--- src/rtl/mmio_bus_router_if.sv ---
// CPU-side and slave-side signal bundle of the MMIO bus router.
// The router connects through the slave modport (it serves the CPU request).
// The environment, i.e. the CPU plus the slave devices, uses the master modport.
interface mmio_bus_router_if #(
  parameter int N_SLAVES = 4,
  parameter int AW       = 27,
  parameter int DW       = 32
);
  // CPU request side
  logic [AW-1:0]          address;
  logic [DW-1:0]          data;
  logic                   we;
  logic                   start;
  logic                   busy;
  logic [DW-1:0]          q;
  logic                   err;
  // Slave side
  logic [N_SLAVES-1:0]    s_start;
  logic [N_SLAVES-1:0]    s_sel;
  logic [AW-1:0]          s_addr;
  logic [DW-1:0]          s_d;
  logic                   s_we;
  logic [N_SLAVES-1:0]    s_ack;
  logic [N_SLAVES*DW-1:0] s_q;

  modport slave (
    input  address, data, we, start, s_ack, s_q,
    output busy, q, err, s_start, s_sel, s_addr, s_d, s_we
  );

  modport master (
    output address, data, we, start, s_ack, s_q,
    input  busy, q, err, s_start, s_sel, s_addr, s_d, s_we
  );
endinterface

--- src/rtl/mmio_bus_router.sv ---
// Memory-mapped bus router.
// It decodes a CPU start/busy request against a table of address windows.
// The request goes to exactly one slave through a start/ack handshake.
// The read data, or an error flag, returns to the CPU.
// A per-transaction timeout frees the CPU when a slave never acknowledges.
// All state changes on the falling edge of clk.
module mmio_bus_router #(
  parameter int                      N_SLAVES = 4,
  parameter int                      AW       = 27,
  parameter int                      DW       = 32,
  parameter logic [N_SLAVES*AW-1:0]  BASES    = {27'hC02622, 27'hC00420, 27'hC00000, 27'h0},
  parameter logic [N_SLAVES*AW-1:0]  LIMITS   = {27'hC02735, 27'hC02422, 27'hC00420, 27'h800000},
  parameter int                      TIMEOUT  = 1023,
  parameter int                      TW       = 10
) (
  input  logic               clk,
  input  logic               reset,
  mmio_bus_router_if.slave   bus
);

  typedef enum logic [1:0] {IDLE, ISSUE, WAIT, DONE} state_t;

  localparam logic [TW-1:0] TO_VAL = TW'(TIMEOUT);

  state_t              r_state;
  state_t              w_next;

  logic                r_busy;
  logic [DW-1:0]       r_q;
  logic                r_err;
  logic [N_SLAVES-1:0] r_sel;
  logic [AW-1:0]       r_addr;
  logic [DW-1:0]       r_d;
  logic                r_we;
  logic [TW-1:0]       r_cnt;

  logic                w_match;
  logic [N_SLAVES-1:0] w_dec_sel;
  logic [AW-1:0]       w_dec_base;
  logic [AW-1:0]       w_off;
  logic                w_ack;
  logic [DW-1:0]       w_rdata;
  logic                w_tmo;

  // Window decode; scanning downward lets the lowest matching index win on overlap
  always_comb begin
    w_match    = 1'b0;
    w_dec_sel  = '0;
    w_dec_base = '0;
    for (int i = N_SLAVES-1; i >= 0; i--) begin
      if ((bus.address >= BASES[i*AW +: AW]) && (bus.address < LIMITS[i*AW +: AW])) begin
        w_match    = 1'b1;
        w_dec_sel  = N_SLAVES'(1) << i;
        w_dec_base = BASES[i*AW +: AW];
      end
    end
  end

  assign w_off = bus.address - w_dec_base;
  assign w_tmo = (r_cnt == TO_VAL);

  // Pick ack and read data of the selected slave only; others are ignored
  always_comb begin
    w_ack   = 1'b0;
    w_rdata = '0;
    for (int i = 0; i < N_SLAVES; i++) begin
      if (r_sel[i]) begin
        w_ack   = bus.s_ack[i];
        w_rdata = bus.s_q[i*DW +: DW];
      end
    end
  end

  // State register
  always_ff @(negedge clk) begin
    if (reset) r_state <= IDLE;
    else       r_state <= w_next;
  end

  // Next-state logic; DONE waits for start to drop so a held start cannot re-trigger
  always_comb begin
    w_next = r_state;
    case (r_state)
      IDLE:    if (bus.start) w_next = w_match ? ISSUE : DONE;
      ISSUE:   w_next = WAIT;
      WAIT:    if (w_ack || w_tmo) w_next = DONE;
      DONE:    if (!bus.start) w_next = IDLE;
      default: w_next = IDLE;
    endcase
  end

  // Request capture, timeout counter and completion results
  always_ff @(negedge clk) begin
    if (reset) begin
      r_busy <= 1'b0;
      r_q    <= '0;
      r_err  <= 1'b0;
      r_sel  <= '0;
      r_addr <= '0;
      r_d    <= '0;
      r_we   <= 1'b0;
      r_cnt  <= '0;
    end else begin
      case (r_state)
        IDLE: begin
          if (bus.start) begin
            if (w_match) begin
              r_busy <= 1'b1;
              r_sel  <= w_dec_sel;
              r_addr <= w_off;
              r_d    <= bus.data;
              r_we   <= bus.we;
            end else begin
              // Unmapped: complete at once with an error, never touch a slave
              r_busy <= 1'b0;
              r_q    <= '0;
              r_err  <= 1'b1;
            end
          end
        end
        ISSUE: r_cnt <= '0;
        WAIT: begin
          // Ack is tested first so it wins over a timeout on the same edge
          if (w_ack) begin
            r_q    <= w_rdata;
            r_err  <= 1'b0;
            r_busy <= 1'b0;
            r_sel  <= '0;
          end else if (w_tmo) begin
            r_q    <= '0;
            r_err  <= 1'b1;
            r_busy <= 1'b0;
            r_sel  <= '0;
          end else begin
            r_cnt  <= r_cnt + 1'b1;
          end
        end
        default: ;
      endcase
    end
  end

  // Outputs; the slave start pulse is exactly the single ISSUE cycle
  always_comb begin
    bus.s_start = (r_state == ISSUE) ? r_sel : '0;
    bus.busy    = r_busy;
    bus.q       = r_q;
    bus.err     = r_err;
    bus.s_sel   = r_sel;
    bus.s_addr  = r_addr;
    bus.s_d     = r_d;
    bus.s_we    = r_we;
  end

endmodule
--- src/flat_wrapper.sv ---
// flat-port wrapper written by rule: the top's interface ports become plain ports
module mmio_bus_router_flat 
#(
  parameter int                      N_SLAVES = 4,
  parameter int                      AW       = 27,
  parameter int                      DW       = 32,
  parameter logic [N_SLAVES*AW-1:0]  BASES    = {27'hC02622, 27'hC00420, 27'hC00000, 27'h0},
  parameter logic [N_SLAVES*AW-1:0]  LIMITS   = {27'hC02735, 27'hC02422, 27'hC00420, 27'h800000},
  parameter int                      TIMEOUT  = 1023,
  parameter int                      TW       = 10
)
  (clk, reset, bus_address, bus_data, bus_we, bus_start, bus_s_ack, bus_s_q, bus_busy, bus_q, bus_err, bus_s_start, bus_s_sel, bus_s_addr, bus_s_d, bus_s_we);
  mmio_bus_router_if #(.N_SLAVES(N_SLAVES), .AW(AW), .DW(DW)) bus_i ();
  input  logic clk;
  input  logic reset;
  input wire logic [$bits(bus_i.address)-1:0] bus_address;
  input wire logic [$bits(bus_i.data)-1:0] bus_data;
  input wire logic [$bits(bus_i.we)-1:0] bus_we;
  input wire logic [$bits(bus_i.start)-1:0] bus_start;
  input wire logic [$bits(bus_i.s_ack)-1:0] bus_s_ack;
  input wire logic [$bits(bus_i.s_q)-1:0] bus_s_q;
  output wire logic [$bits(bus_i.busy)-1:0] bus_busy;
  output wire logic [$bits(bus_i.q)-1:0] bus_q;
  output wire logic [$bits(bus_i.err)-1:0] bus_err;
  output wire logic [$bits(bus_i.s_start)-1:0] bus_s_start;
  output wire logic [$bits(bus_i.s_sel)-1:0] bus_s_sel;
  output wire logic [$bits(bus_i.s_addr)-1:0] bus_s_addr;
  output wire logic [$bits(bus_i.s_d)-1:0] bus_s_d;
  output wire logic [$bits(bus_i.s_we)-1:0] bus_s_we;
  assign bus_i.address = bus_address;
  assign bus_i.data = bus_data;
  assign bus_i.we = bus_we;
  assign bus_i.start = bus_start;
  assign bus_i.s_ack = bus_s_ack;
  assign bus_i.s_q = bus_s_q;
  assign bus_busy = bus_i.busy;
  assign bus_q = bus_i.q;
  assign bus_err = bus_i.err;
  assign bus_s_start = bus_i.s_start;
  assign bus_s_sel = bus_i.s_sel;
  assign bus_s_addr = bus_i.s_addr;
  assign bus_s_d = bus_i.s_d;
  assign bus_s_we = bus_i.s_we;
  mmio_bus_router #(.N_SLAVES(N_SLAVES), .AW(AW), .DW(DW), .BASES(BASES), .LIMITS(LIMITS), .TIMEOUT(TIMEOUT), .TW(TW)) u_core (.clk(clk), .reset(reset), .bus(bus_i));
endmodule
--- config.mk ---
export PLATFORM = sky130hd
export DESIGN_NAME = mmio_bus_router_flat
export DESIGN_NICKNAME = d
export VERILOG_FILES = /design/src/rtl/mmio_bus_router_if.sv /design/src/rtl/mmio_bus_router.sv /design/src/flat_wrapper.sv
export SDC_FILE = /design/constraint.sdc
export NUM_CORES = 1
export LEC_CHECK = 0
export CORE_ASPECT_RATIO = 1.75
export CORE_MARGIN = 4
export CORE_UTILIZATION = 38
export CTS_CLUSTER_DIAMETER = 60
export DETAILED_ROUTE_END_ITERATION = 6
export PLACE_DENSITY = 0.9
export SYNTH_ARGS = -nofsm -noshare
export SYNTH_HDL_FRONTEND = slang
export SYNTH_SLANG_ARGS = --single-unit
--- constraint.sdc ---
create_clock -name clk -period 3.8 [get_ports clk]
set_input_delay 0.76 -clock clk [delete_from_list [all_inputs] [get_ports clk]]
set_output_delay 0.76 -clock clk [all_outputs]
set_load 0.1 [all_outputs]
==> results.cfg <==
[logic_synthesis]
synth_top_cell_by_area = dfxtp_1
yosysTopAreaCellShare_pct = 35.1
syn_area_um2 = 6270
syn_nets = 987
ys_seq_elements = 110
synth_edf_count = 0
synth.avg_cell_area_um2 = 8.04
async_flop_share_pct = 0
synth_cell_types = 67
yosysSeqAreaShare_pct = 35.1
synth.area.top_cells = dfxtp_1, nand2_1, a21oi_1, mux2i_1, a221oi_1
synth_ff_type = dfxtp_1
syn_inst = 779
ys_warn_count = 0

[route]
firstDrtPassIters = 7
wl_met2_um = 21000
vias_per_cell = 6.47
num_vias = 9812
remaining_drc_errors = 2
wl_met1_um = 12700
wirelength_um = 42900
top_layer_used = met5
route.met3.wl_um = 4710
route.detailed.wl_per_inst_um = 28.3
drt_first_iter_violations = 906
postRouteAntennaNets = 0

[floorplan]
rows = 61
dieWidth_um = 105
initial_core_util_pct = 39.1
die_h_um = 178
pin_count = 297
dieArea_um2 = 18700
core_um2 = 16000

[setup_path]
worst-path-max-fanout = 5
critPathLaunchType = input pin
critical_path.slowest_cell = o21ai_0
cp-end-kind = register
cp.required_ps = 2250
crit_type = input pin to register
crit_arrival_ps = 4260
max_stage_delay_ps = 530
crit_chain = dlygate4sd2_1 -> buf_4 -> nor3_2 -> and2_4 -> nor3_4 -> nand2_2 -> buf_4 -> ha_4 -> buf_4 -> o21ai_0 -> a21bo_2 -> o211ai_2 -> buf_6 -> buf_6 -> buf_6 -> nor2_4 -> xnor2_2 -> a211oi_2

[clock_network]
clockBufferDepth = 2
cts.sinks = 110
insertion_delay_ps = 500
cts_made_buffers = 9
ctsHoldBuffers = 0
cts-root-buf = clkbuf_16
path_clk_slew_ps = 40
cts_tree = built
h-tree-depth = 3

[grt]
grt_overflow = 0
grt_usage_pct = 39.7
grt_max_degree = 54
grt_pass1_vias = 10500
grt_pass1_wl_um = 57500
antenna_found_initial = 2

[outcome]
violations = DRC, setup timing
status = complete, but fails checks

[finish]
area_delta_synth_final_pct = 126
final_core_util_pct = 88.4
stdcell_count = 1517
post_route_cells_drive_above_1_share_pct = 41.3
final_cell_mix = clkdlybuf4s50_1, buf_4, inv_1
fill_cells = 665
final_common_cell = clkdlybuf4s50_1
n_antenna_cell = 0
nNetsFinal = 1531

[power]
leakage_nw = 5.62
powerDensity_nw_per_um2 = 346
p_int_w = 0.00288
pwr-share-seq_pct = 25.1
combPwrFrac_pct = 39.2
p_sw_w = 0.00203
peakVddDrop_uv = 287
swShare_pct = 41.3
pwr-share-clk_pct = 35.7

[timing]
clock_skew_ps = 67.1
worst_slew_pin_slew_ps = 967
slew_headroom_pct = 34.9
tns_ps = -109000
fin_ws_ps = -2020
hold_viol_final = 0
slew_viol_final = 0
rsz0062_at_grt = true
finalSetupViolCount = 107
hold_ws_ps = 503

[placement]
dpl.cell_count = 1317
port_buffers = 296
post-place-ws_ps = -2440
gp_congestion = 0.931
post-dp-hpwl_um = 20800

[run]
maxCapViolCount = 0

[worst_hold_path]
hp-class = register to register
state kept, by name, summed over array words and instances, names as in the netlist:
name	flops
u_core.bus.q	32
u_core.bus.s_d	32
u_core.bus.s_addr	27
u_core.r_cnt	10
u_core.bus.s_sel	4
u_core.r_state	2
u_core.bus.busy	1
u_core.bus.err	1
u_core.bus.s_we	1
power groups by stage:
| stage | registers (W) | logic, W | clock network, W |
|---|---|---|---|
| final | 0.00123 | 0.00192 | 0.00175 |
| after global routing | 0.00123 | 0.00197 | 0.00188 |
| after CTS | 0.00122 | 0.00185 | 0.00161 |
| after detailed placement | 0.00123 | 0.00136 | 0.000177 |
| after global placement | 0.00123 | 0.00132 | 0.000177 |
| after floorplan | 0.00133 | 0.000639 | 0.000177 |
per-stage QoR:
stage	power (W)	area, µm²
2_1_floorplan	0.00214	6660
3_3_place_gp	0.00273	11500
3_5_place_dp	0.00277	11500
4_1_cts	0.00469	13700
5_1_grt	0.00508	14200
6_report	0.00491	14200
synth_stat cells, drive strengths merged (3+ instances only):
| master | instances |
|---|---|
| buf | 17 |
| a21oi | 69 |
| a2bb2oi | 4 |
| dfxtp | 110 |
| or3 | 4 |
| and2 | 9 |
| a211oi | 21 |
| a22oi | 3 |
| clkbuf | 48 |
| nand4 | 3 |
| ha | 13 |
| nor4 | 4 |
| o31ai | 38 |
| xnor2 | 10 |
| o21ai | 54 |
| nor2b | 4 |
| a311oi | 3 |
| xor2 | 10 |
| nand2 | 116 |
| and3 | 4 |
| or2 | 3 |
| a221oi | 33 |
| nor2 | 55 |
| nor3 | 7 |
| inv | 18 |
| nand3 | 43 |
| o2111ai | 5 |
| or4 | 7 |
| mux2i | 34 |
logic make-up (layout without fill, tap and decap cells):
kind of cell | after synthesis | after routing | synth area share (%)
mux | 35 | 35 | 5.61
fa+ha+maj | 13 | 13 | 2.60
compound gates | 250 | 250 | 28.0
xor+xnor | 20 | 20 | 2.80
buf+inv | 83 | 632 | 5.89
flops | 110 | 110 | 35.1
simple gates | 268 | 268 | 20.0
routing by layer:
metal	track usage (%)	up-vias
li1	-	3939
met1	34.2	4535
met2	70.2	947
met3	14.0	389
met4	37.4	2
met5	0	-
layout make-up:
| class | count | area, µm² | area share (%) |
|---|---|---|---|
| timing repair buffer | 489 | 5990 | 42.3 |
| multi-input combinational | 586 | 4910 | 34.7 |
| sequential | 110 | 2220 | 15.7 |
| clock inverter | 117 | 520 | 3.67 |
| tap | 189 | 236 | 1.67 |
| clock buffer | 9 | 225 | 1.59 |
| inverter | 17 | 68.8 | 0.486 |
timing repair:
item | CTS | global route
pin swaps | 62 | 61
setup buffers | 61 | 18
setup endpoints to repair | 115 | 109
gates cloned | 17 | 1
resized for setup | 243 | 127
worst paths after layout:
path | startpoint | to | slack [ps] | depth (start not counted)
setup / recovery | bus_address[6] | u_core.bus.s_addr[17] | -2020 | 18
hold / removal | u_core.bus.s_d[1] | u_core.bus.s_d[1] | 500 | 2
setup reg to reg | u_core.r_cnt[2] | u_core.bus.err | 1230 | 8
hold reg to reg | u_core.bus.s_d[1] | u_core.bus.s_d[1] | 500 | 2
worst max-delay path, delay by kind of cell:
| family | cells | cell delay, ps |
|---|---|---|
| simple gates | 5 | 790 |
| buf+inv | 7 | 1280 |
| fa+ha+maj | 1 | 170 |
| xor+xnor | 1 | 90 |
| compound gates | 4 | 1150 |
Power figures use the tool's default switching activity.
